### src/rtl/j1x_pkg.sv
// j1x shared definitions: opcode classes, ALU op codes,
// instruction field positions and fault flag indices.
package j1x_pkg;

    localparam logic [2:0] OP_JMP  = 3'b000;
    localparam logic [2:0] OP_CJMP = 3'b001;
    localparam logic [2:0] OP_CALL = 3'b010;
    localparam logic [2:0] OP_ALU  = 3'b011;

    localparam int B_LIT = 15;
    localparam int B_RPC = 12;
    localparam int B_TN  = 7;
    localparam int B_TR  = 6;
    localparam int B_NT  = 5;

    localparam int F_RS_OVF = 3;
    localparam int F_RS_UNF = 2;
    localparam int F_DS_OVF = 1;
    localparam int F_DS_UNF = 0;

    typedef enum logic [3:0] {
        A_T, A_N, A_ADD, A_AND, A_OR, A_XOR, A_INV, A_EQ,
        A_LT, A_SHR, A_DEC, A_R, A_MEM, A_SHL, A_DEPTH, A_ULT
    } alu_op_e;

endpackage

### src/rtl/j1x_core_stack.sv
// j1x stack: pointer register plus RAM with async top read;
// writes land at ptr+delta, all updates gated by i_en.
module j1x_stack #(
    parameter int WIDTH = 16,
    parameter int DEPTH = 4
) (
    input  logic             clk,
    input  logic             i_rst_n,
    input  logic             i_en,
    input  logic             i_we,
    input  logic [1:0]       i_delta,
    input  logic [WIDTH-1:0] i_wdata,
    output logic [DEPTH-1:0] o_ptr,
    output logic [WIDTH-1:0] o_top,
    output logic             o_ovf,
    output logic             o_unf
);

    logic [WIDTH-1:0] r_mem [2**DEPTH];
    logic [DEPTH-1:0] r_ptr;
    logic [DEPTH-1:0] w_nptr;

    assign w_nptr = r_ptr + DEPTH'($signed(i_delta));
    assign o_ptr  = r_ptr;
    assign o_top  = r_mem[r_ptr];
    assign o_ovf  = (i_delta == 2'b01) && (r_ptr == '1);
    assign o_unf  = ((i_delta == 2'b11) && (r_ptr == '0)) ||
                    ((i_delta == 2'b10) && (r_ptr < DEPTH'(2)));

    always_ff @(posedge clk) begin
        if (!i_rst_n) begin
            r_ptr <= '0;
        end else if (i_en) begin
            r_ptr <= w_nptr;
        end
    end

    // RAM contents deliberately survive reset
    always_ff @(posedge clk) begin
        if (i_en && i_we) begin
            r_mem[w_nptr] <= i_wdata;
        end
    end

endmodule

### src/rtl/j1x_core.sv
// j1x_core: parametrised J1 stack CPU with stalling I/O
// handshake, byte-address return stack and sticky stack faults.
module j1x_core
    import j1x_pkg::*;
#(
    parameter int WIDTH      = 16,
    parameter int DEPTH      = 4,
    parameter int FAULT_HALT = 0
) (
    input  logic             clk,
    input  logic             rst_n,
    output logic [12:0]      pc,
    input  logic [15:0]      instr,
    output logic             io_we,
    output logic             io_re,
    output logic [WIDTH-1:0] io_ptr,
    output logic [WIDTH-1:0] io_out,
    input  logic [WIDTH-1:0] io_in,
    input  logic             io_ready,
    output logic [3:0]       fault,
    output logic             halted
);

    logic [12:0]      r_pc;
    logic [WIDTH-1:0] r_t;
    logic [3:0]       r_fault;

    logic             w_lit, w_jmp, w_cjmp, w_call, w_alu_i;
    alu_op_e          w_aop;
    logic             w_halted, w_stall, w_commit;
    logic [12:0]      w_pc_inc, w_pc_nxt;
    logic [WIDTH-1:0] w_n, w_r, w_alu, w_t_nxt, w_rs_wd;
    logic [DEPTH-1:0] w_dsp, w_rsp;
    logic [1:0]       w_ds_d, w_rs_d;
    logic             w_ds_we, w_rs_we;
    logic             w_ds_ovf, w_ds_unf, w_rs_ovf, w_rs_unf;

    assign w_lit   = instr[B_LIT];
    assign w_jmp   = !w_lit && (instr[15:13] == OP_JMP);
    assign w_cjmp  = !w_lit && (instr[15:13] == OP_CJMP);
    assign w_call  = !w_lit && (instr[15:13] == OP_CALL);
    assign w_alu_i = !w_lit && (instr[15:13] == OP_ALU);
    assign w_aop   = alu_op_e'(instr[11:8]);

    assign w_halted = (FAULT_HALT != 0) && (|r_fault);
    assign io_re    = rst_n && !w_halted && w_alu_i && (w_aop == A_MEM);
    assign io_we    = rst_n && !w_halted && w_alu_i && instr[B_NT];
    assign w_stall  = (io_re || io_we) && !io_ready;
    assign w_commit = rst_n && !w_halted && !w_stall;
    assign w_pc_inc = r_pc + 13'd1;

    always_comb begin
        w_alu = r_t;
        unique case (w_aop)
            A_T:     w_alu = r_t;
            A_N:     w_alu = w_n;
            A_ADD:   w_alu = r_t + w_n;
            A_AND:   w_alu = r_t & w_n;
            A_OR:    w_alu = r_t | w_n;
            A_XOR:   w_alu = r_t ^ w_n;
            A_INV:   w_alu = ~r_t;
            A_EQ:    w_alu = (w_n == r_t) ? '1 : '0;
            A_LT:    w_alu = ($signed(w_n) < $signed(r_t)) ? '1 : '0;
            A_SHR:   w_alu = w_n >> 1;
            A_DEC:   w_alu = r_t - WIDTH'(1);
            A_R:     w_alu = w_r;
            A_MEM:   w_alu = io_in;
            A_SHL:   w_alu = w_n << 1;
            A_DEPTH: w_alu = WIDTH'({w_rsp, w_dsp});
            A_ULT:   w_alu = (w_n < r_t) ? '1 : '0;
        endcase
    end

    always_comb begin
        w_t_nxt  = r_t;
        w_pc_nxt = w_pc_inc;
        w_ds_d   = 2'b00;
        w_rs_d   = 2'b00;
        w_ds_we  = 1'b0;
        w_rs_we  = 1'b0;
        w_rs_wd  = r_t;
        unique case (1'b1)
            w_lit: begin
                w_t_nxt = WIDTH'(instr[14:0]);
                w_ds_d  = 2'b01;
                w_ds_we = 1'b1;
            end
            w_jmp: w_pc_nxt = instr[12:0];
            w_cjmp: begin
                if (r_t == '0) w_pc_nxt = instr[12:0];
                w_t_nxt = w_n;
                w_ds_d  = 2'b11;
            end
            // return stack holds byte addresses
            w_call: begin
                w_pc_nxt = instr[12:0];
                w_rs_d   = 2'b01;
                w_rs_we  = 1'b1;
                w_rs_wd  = WIDTH'({w_pc_inc, 1'b0});
            end
            w_alu_i: begin
                w_t_nxt = w_alu;
                w_ds_d  = instr[1:0];
                w_rs_d  = instr[3:2];
                w_ds_we = instr[B_TN];
                w_rs_we = instr[B_TR];
                if (instr[B_RPC]) w_pc_nxt = w_r[13:1];
            end
            default: ;
        endcase
    end

    always_ff @(posedge clk) begin
        if (!rst_n) begin
            r_pc    <= '0;
            r_t     <= '0;
            r_fault <= '0;
        end else if (w_commit) begin
            r_pc    <= w_pc_nxt;
            r_t     <= w_t_nxt;
            r_fault <= r_fault |
                       {w_rs_ovf, w_rs_unf, w_ds_ovf, w_ds_unf};
        end
    end

    j1x_stack #(.WIDTH(WIDTH), .DEPTH(DEPTH)) u_ds (
        .clk     (clk),
        .i_rst_n (rst_n),
        .i_en    (w_commit),
        .i_we    (w_ds_we),
        .i_delta (w_ds_d),
        .i_wdata (r_t),
        .o_ptr   (w_dsp),
        .o_top   (w_n),
        .o_ovf   (w_ds_ovf),
        .o_unf   (w_ds_unf)
    );

    j1x_stack #(.WIDTH(WIDTH), .DEPTH(DEPTH)) u_rs (
        .clk     (clk),
        .i_rst_n (rst_n),
        .i_en    (w_commit),
        .i_we    (w_rs_we),
        .i_delta (w_rs_d),
        .i_wdata (w_rs_wd),
        .o_ptr   (w_rsp),
        .o_top   (w_r),
        .o_ovf   (w_rs_ovf),
        .o_unf   (w_rs_unf)
    );

    assign pc     = r_pc;
    assign io_ptr = r_t;
    assign io_out = w_n;
    assign fault  = r_fault;
    assign halted = w_halted;

endmodule
### config.mk
export PLATFORM = sky130hd
export DESIGN_NAME = j1x_core
export DESIGN_NICKNAME = d
export VERILOG_FILES = /design/src/rtl/j1x_pkg.sv /design/src/rtl/j1x_core_stack.sv /design/src/rtl/j1x_core.sv
export SDC_FILE = /design/constraint.sdc
export NUM_CORES = 1
export LEC_CHECK = 0
export ABC_CLOCK_PERIOD_IN_PS = 7750
export BUFFER_PORTS_ARGS = -buffer_cell sky130_fd_sc_hd__clkbuf_2
export CAP_MARGIN = 25
export CORE_ASPECT_RATIO = 0.9
export CORE_MARGIN = 2
export CORE_UTILIZATION = 60
export CTS_CLUSTER_DIAMETER = 100
export DETAILED_ROUTE_END_ITERATION = 12
export PLACE_DENSITY = 0.77
export SETUP_SLACK_MARGIN = 0.2
export SLEW_MARGIN = 30
export SYNTH_ARGS = -nofsm -noshare
export SYNTH_HDL_FRONTEND = slang
export SYNTH_SLANG_ARGS = --single-unit
### constraint.sdc
create_clock -name clk -period 7.75 [get_ports clk]
set_clock_uncertainty 0.15 [all_clocks]
set_input_delay 1.9375 -clock clk [delete_from_list [all_inputs] [get_ports clk]]
set_output_delay 1.9375 -clock clk [all_outputs]
set_load 0.02 [all_outputs]
==> results of run 1 <==
-- registers in the layout, summed over array words and instances (netlist names), named ones only --
signal / flops
u_rs.o_ptr: 4
pc: 13
u_ds.o_ptr: 4
u_rs.r_mem: 256
u_ds.r_mem: 256
io_ptr: 16
fault: 4
-- cells by family after synthesis --
family	count (synthesis)	synth area share, %
DFF	561	63.6
and+or+nand+nor	350	6.46
AOI/OAI and AO/OA	332	8.75
muxes	180	13.4
buffers and inverters	149	2.61
adders and majority gates	77	3.84
xor gates and xnor gates	37	1.29
other	1	0.0146
-- power groups by stage --
stage	sequential, mW	clock, mW	combinational (mW)
after CTS	3.52	2.59	1.81
after global routing	3.52	2.70	1.97
after detailed placement	3.58	0	1.79
final	3.52	2.58	1.87
after global placement	3.58	0	1.77
after floorplan	3.55	0	1.17
-- final cells by class --
class	instances	area, um^2	area share, %
sequential	561	16400	57.3
multi-input combinational	977	8820	30.9
clock buffer	71	1460	5.12
timing repair buffer	130	776	2.72
tap	547	684	2.40
clock inverter	29	251	0.880
inverter	56	210	0.736
-- final timing paths --
path              slack, ns  cells past startpoint                     end
setup / recovery       1.76                      6               io_out[2]
hold / removal         0.33                      1   fault[1]$_SDFFE_PN0P_
setup reg to reg       1.96                     14  io_ptr[0]$_SDFFE_PN0P_
hold reg to reg        0.33                      1   fault[1]$_SDFFE_PN0P_
-- layout by cell type, fill, tap and decap left out, drive strengths merged, types with 9 or more instances in the layout --
cell type | synthesis | layout
a211oi | 12 | 12
a21o | 10 | 10
a21oi | 73 | 73
a221oi | 41 | 41
a22o | 9 | 9
a22oi | 23 | 23
a31oi | 23 | 23
and3 | 10 | 10
buf | 33 | 45
clkbuf | 60 | 156
clkinv | 0 | 19
dfxtp | 49 | 49
edfxtp | 512 | 512
ha | 74 | 74
inv | 56 | 62
mux2i | 45 | 45
mux4 | 130 | 130
nand2 | 96 | 96
nand2b | 17 | 17
nand3 | 28 | 28
nor2 | 128 | 128
nor3 | 18 | 18
nor4 | 9 | 9
o211ai | 11 | 11
o21ai | 65 | 65
o22ai | 14 | 14
xnor2 | 27 | 27
xor2 | 10 | 10
-- metal layers --
layer  vias up  GRT usage, %  share of wire, %
li1       6892             -                 -
met4         0          15.4               5.1
met1      8350          47.8                39
met5         -             0                 0
met2      1176          48.9                44
met3       194          6.88                12
-- stage by stage --
step           worst slack, ns  utilization [%]
5_1_grt                   1.66             68.0
3_3_place_gp              1.91             63.8
6_report                  1.76             68.0
2_1_floorplan             2.08                -
4_1_cts                   1.82             68.0
3_5_place_dp              1.85             63.9
==> results by group, run 1 <==
Place
  • I/O Buffers: 85
  • GP Congestion: 0.978
  • Placed cell area: 26800 um^2
  • DP HPWL: 48.5 mm
  • Placed cells: 2271

Critical path
  • Crit-path slowest cell: dfxtp_1
  • Crit path capture type: output pin
  • Crit path arrival time: 3.90 ns
  • Startpoint Class: flip-flop
  • Worst-path cell chain: inv_1 -> a221oi_1 -> a22oi_1 -> and2_1 -> inv_1 -> clkbuf_2
  • Delay-heaviest family, CP: buffers and inverters
  • Most used cell, CP: inv_1
  • Max FO, Critical Path: 17
  • Buf+Inv Stages, Crit Path: 3
  • Worst setup path category: reg2out
  • Required @ worst endpoint: 5.66 ns
  • Slowest cell delay on critical path: 0.86 ns

Synth
  • Ranking of synthesized cells by area: edfxtp_1, mux4_2, dfxtp_1, ha_1, nor2_1
  • Synthesized area: 25700 um^2
  • Syn Nets: 1799
  • Register area share after synthesis: 63.6%
  • Post-Syn Instances: 1687
  • Number of synthesized flops with an enable pin: 512
  • Yosys cell types: 84
  • Syn Area/Cell: 15.2 um^2
  • Primary FF master, synth: edfxtp_1
  • Synth area leader: edfxtp_1
  • Syn. warnings: 0
  • Number of synthesized register bits: 561
  • Fraction of registers with async set/reset: 0%
  • Commonest cells in the netlist: edfxtp_1, mux4_2, nor2_1
  • Top cell type's share of synthesized area: 59.8%
  • Most frequent cell after synthesis: edfxtp_1

Clocking
  • Setup bufs post-CTS: 0
  • CTS resizes: 0
  • # clock sinks: 561
  • Clk root buf: clkbuf_16
  • Clk Latency, worst-skew pair: 0.62 ns
  • Htree depth: 2
  • Clock-pin slew on the worst setup and hold paths: 0.06 ns
  • CTS tree: yes
  • Clock Tree Buf Depth: 3
  • Cts hold-fix bufs: 0
  • CTS buffer count: 53

STA
  • Fmax achieved: 167 MHz
  • Setup violations, final: 0
  • Setup Total Neg Slack: 0 ns
  • Worst Tran Pin Value: 1.04 ns
  • Final hold violations: 0
  • Tcrit/Tclk final: 77.2%
  • Final Max Tran Viols: 0
  • Worst slew margin: 30.8%
  • Worst hold margin: 0.328 ns
  • RSZ-0062 raised after global routing: false
  • Final Critical Period: 5.99 ns

Power and ir drop
  • Switching part of the total power: 31.1%
  • Power density over the cells: 279 nW/um^2
  • Flop pwr share: 44.1%
  • Comb pwr share: 23.5%
  • Switching power: 2.48 mW
  • Clock share of power: 32.4%
  • Leak: 9.68 nW
  • Peak VDD IR: 0.227 mV
  • Pwr Total: 7.97 mW
  • Internal: 5.49 mW

Final layout
  • Area added between synthesis and finish: 11.2%
  • Layout cell share with drive strength beyond 1: 22.6%
  • Finished Cell Area: 28600 um^2
  • Layout Cells excl Fill: 2371
  • Fillers: 2721
  • Nets@finish: 1891
  • Diodes inserted: 0

Global route
  • Initial antenna violation count: 0
  • GRT Total Usage: 33.1%
  • First-pass GRT wire length: 107 mm
  • Grt ovf: 0
  • Vias in the first global route: 15900
  • Largest net degree at the start of global routing: 52

Run
  • Max_cap viols: 0

Route
  • Initial DRT Pass Iterations: 6
  • Routed wire per std cell: 30.9 um
  • Via Count: 16600
  • Vias/cell: 7.01
  • DRC Markers: 0
  • Final ANT Viol Nets: 0
  • Starting DRT DRC Count: 2388
  • Final WL: 73.3 mm

Floorplanning
  • Top Ports: 87
  • Cell Rows: 71
  • DIE AREA: 44500 um^2
  • Chip width: 222 um
  • Initial Utilization: 61.2%
  • Core area: 42000 um^2
  • Vert. Die Dim: 200 um

Status
  • Run status: complete, no violations

Hold path
  • Hold/Removal Path Class: reg2reg
  • Min-Delay Startpoint: fault[1]$_SDFFE_PN0P_
(Power assumes the default switching activity.)
==> run 2, diff against run 1 <==
--- a/config.mk
+++ b/config.mk
@@ -5,7 +5,7 @@
 export SDC_FILE = /design/constraint.sdc
 export NUM_CORES = 1
 export LEC_CHECK = 0
-export ABC_CLOCK_PERIOD_IN_PS = 7750
+export ABC_CLOCK_PERIOD_IN_PS = 6100
 export BUFFER_PORTS_ARGS = -buffer_cell sky130_fd_sc_hd__clkbuf_2
 export CAP_MARGIN = 25
 export CORE_ASPECT_RATIO = 0.9
==> constraint.sdc (replaced) <==
create_clock -name clk -period 6.1 [get_ports clk]
set_clock_uncertainty 0.15 [all_clocks]
set_input_delay 1.525 -clock clk [delete_from_list [all_inputs] [get_ports clk]]
set_output_delay 1.525 -clock clk [all_outputs]
set_load 0.02 [all_outputs]
==> run 2 against run 1 <==
Compared with the run above: worst setup slack lost 0.99 ns; register-to-register slack lost 1.2 ns; routed wire length shrank 0.76%; via count grew 0.72%; largest power group unchanged; hold slack lost 0.012 ns; combinational power grew 29%; core utilization grew 1.0 points.
==> results by group, run 2 (synthesis gave the netlist of run 1 again) <==
Status
  • Run status: complete, no violations (unchanged)

Place
  • Placed cells: 2302 (was 2271)
  • GP Congestion: 1.01 (was 0.978)
  • DP HPWL: 47.2 mm (was 48.5 mm)
  • I/O Buffers: 85 (unchanged)
  • Placed cell area: 27100 um^2 (was 26800 um^2)

Floorplanning
  • Chip width: 222 um (unchanged)
  • Initial Utilization: 61.2% (unchanged)
  • Core area: 42000 um^2 (unchanged)
  • DIE AREA: 44500 um^2 (unchanged)
  • Vert. Die Dim: 200 um (unchanged)
  • Top Ports: 87 (unchanged)
  • Cell Rows: 71 (unchanged)

STA
  • Worst Tran Pin Value: 0.987 ns (was 1.04 ns)
  • Fmax achieved: 188 MHz
  • Setup Total Neg Slack: 0 ns (unchanged)
  • Worst slew margin: 34.2% (was 30.8%)
  • Final hold violations: 0 (unchanged)
  • RSZ-0062 raised after global routing: false (unchanged)
  • Tcrit/Tclk final: 87.2%
  • Setup violations, final: 0 (unchanged)
  • Final Max Tran Viols: 0 (unchanged)
  • Worst hold margin: 0.316 ns (was 0.328 ns)
  • Final Critical Period: 5.32 ns

Final layout
  • Layout cell share with drive strength beyond 1: 24.3% (was 22.6%)
  • Commonest non-fill, non-tap cell in the layout: edfxtp_1 (unchanged)
  • Finished Cell Area: 29000 um^2 (was 28600 um^2)
  • Nets@finish: 1924 (was 1891)
  • Most frequent cells in the layout: edfxtp_1, mux4_2, nand2_1, nor2_1, clkbuf_2 (unchanged)
  • Multi-input gate area: 8900 um^2 (was 8820 um^2)
  • Area added between synthesis and finish: 12.8% (was 11.2%)
  • Layout Cells excl Fill: 2403 (was 2371)
  • Fillers: 2698 (was 2721)
  • Storage cell area: 16400 um^2 (about the same)

Route
  • Final ANT Viol Nets: 0 (unchanged)
  • Routed wire per std cell: 30.3 um (was 30.9 um)
  • Vias/cell: 6.96 (was 7.01)
  • Via Count: 16700 (was 16600)
  • Starting DRT DRC Count: 2603 (was 2388)
  • DRC Markers: 0 (unchanged)
  • Final WL: 72.7 mm (was 73.3 mm)
  • Initial DRT Pass Iterations: 6 (unchanged)

Clocking
  • CTS tree: yes (unchanged)
  • Setup bufs post-CTS: 0 (unchanged)
  • Clk Latency, worst-skew pair: 0.63 ns (was 0.62 ns)
  • CTS resizes: 0 (unchanged)
  • Clock Tree Buf Depth: 3 (unchanged)
  • CTS buffer count: 54 (was 53)
  • Cts hold-fix bufs: 0 (unchanged)
  • Htree depth: 2 (unchanged)
  • Clk root buf: clkbuf_16 (unchanged)
  • Clock-pin slew on the worst setup and hold paths: 0.07 ns (was 0.06 ns)
  • # clock sinks: 561 (unchanged)

Power and ir drop
  • Leak: 9.88 nW (was 9.68 nW)
  • Peak VDD IR: 0.311 mV (was 0.227 mV)
  • Power density over the cells: 353 nW/um^2 (was 279 nW/um^2)
  • Pwr Total: 10.2 mW (was 7.97 mW)

Global route
  • GRT Total Usage: 32.6% (was 33.1%)
  • Vias in the first global route: 15900 (about the same)
  • Initial antenna violation count: 2 (was 0)
  • Largest net degree at the start of global routing: 49 (was 52)
  • First-pass GRT wire length: 107 mm (about the same)
  • Grt ovf: 0 (unchanged)

Critical path
  • Startpoint Class: flip-flop (unchanged)
  • Crit path arrival time: 5.67 ns (was 3.90 ns)
  • Crit path capture type: flip-flop (was output pin)
  • Required @ worst endpoint: 6.45 ns (was 5.66 ns)
  • Critical Path Sink: io_ptr[13]$_SDFFE_PN0P_ (was io_out[2])
  • Worst R2R End: io_ptr[13]$_SDFFE_PN0P_ (was io_ptr[0]$_SDFFE_PN0P_)
  • Worst setup path category: reg2reg (was reg2out)
  • Worst reg2reg setup slack: 0.78 ns (was 1.96 ns)
  • Max FO, Critical Path: 25 (was 17)
  • R2r worst-path depth: 16 (was 14)

Hold path
  • Hold/Removal Path Class: reg2reg (unchanged)

Run
  • Max_cap viols: 0 (unchanged)
run 2: layout make-up:
cell class                 instances  share of cell area (%)
sequential                       561                    56.5
multi-input combinational        977                    30.7
clock buffer                      60                    4.81
timing repair buffer             162                    3.57
tap                              547                    2.36
clock inverter                    38                    1.36
inverter                          56                   0.725
antenna                            2                  0.0173
run 2: how the worst min path moves through the flow:
stage / end / startpoint / cells past startpoint / slack (ns)
after floorplan: flip-flop / u_rs.o_ptr[0]$_SDFFE_PN0P_ / 2 / 0.34
after global placement: fault[3]$_SDFFE_PN0P_ / fault[3]$_SDFFE_PN0P_ / 1 / 0.30
after detailed placement: fault[1]$_SDFFE_PN0P_ / fault[1]$_SDFFE_PN0P_ / 1 / 0.31
after CTS: fault[1]$_SDFFE_PN0P_ / fault[1]$_SDFFE_PN0P_ / 1 / 0.32
after global routing: fault[3]$_SDFFE_PN0P_ / fault[3]$_SDFFE_PN0P_ / 1 / 0.34
final: fault[1]$_SDFFE_PN0P_ / fault[1]$_SDFFE_PN0P_ / 1 / 0.32
run 2: routing by layer:
metal	up-vias	track usage (%)	wire, um
met5	-	0	0
met4	0	11.9	3110
met3	200	7.20	8670
met2	1247	48.3	32300
met1	8341	48.2	28600
li1	6943	-	-
run 2: where the power goes:
group / switching (mW) / leakage, nW / internal (mW)
registers: 0.0917 / 5.11 / 4.35
clock network: 1.51 / 0.863 / 1.88
logic: 1.58 / 3.90 / 0.833
run 2: critical path, cell delays in order (launching register included):
cell and delay [ns]:
dfxtp_4 0.65, buf_4 0.34, mux4_2 0.54, mux2i_1 0.20, mux2_2 0.37, nand4_1 0.33, o31ai_1 0.30, o211ai_1 0.17
ha_1 0.29, or3_1 0.37, nor3_1 0.30, o31ai_1 0.18, a31o_2 0.32, and4b_1 0.21, o21a_1 0.20, o221ai_1 0.17
a31oi_1 0.11
run 2: metrics by stage:
step / util (%) / setup WS (ns)
after floorplan: - / 0.843
after CTS: 68.7 / 0.795
after global routing: 69.0 / 0.464
final: 69.0 / 0.778
after detailed placement: 64.5 / 0.807
after global placement: 64.4 / 0.878
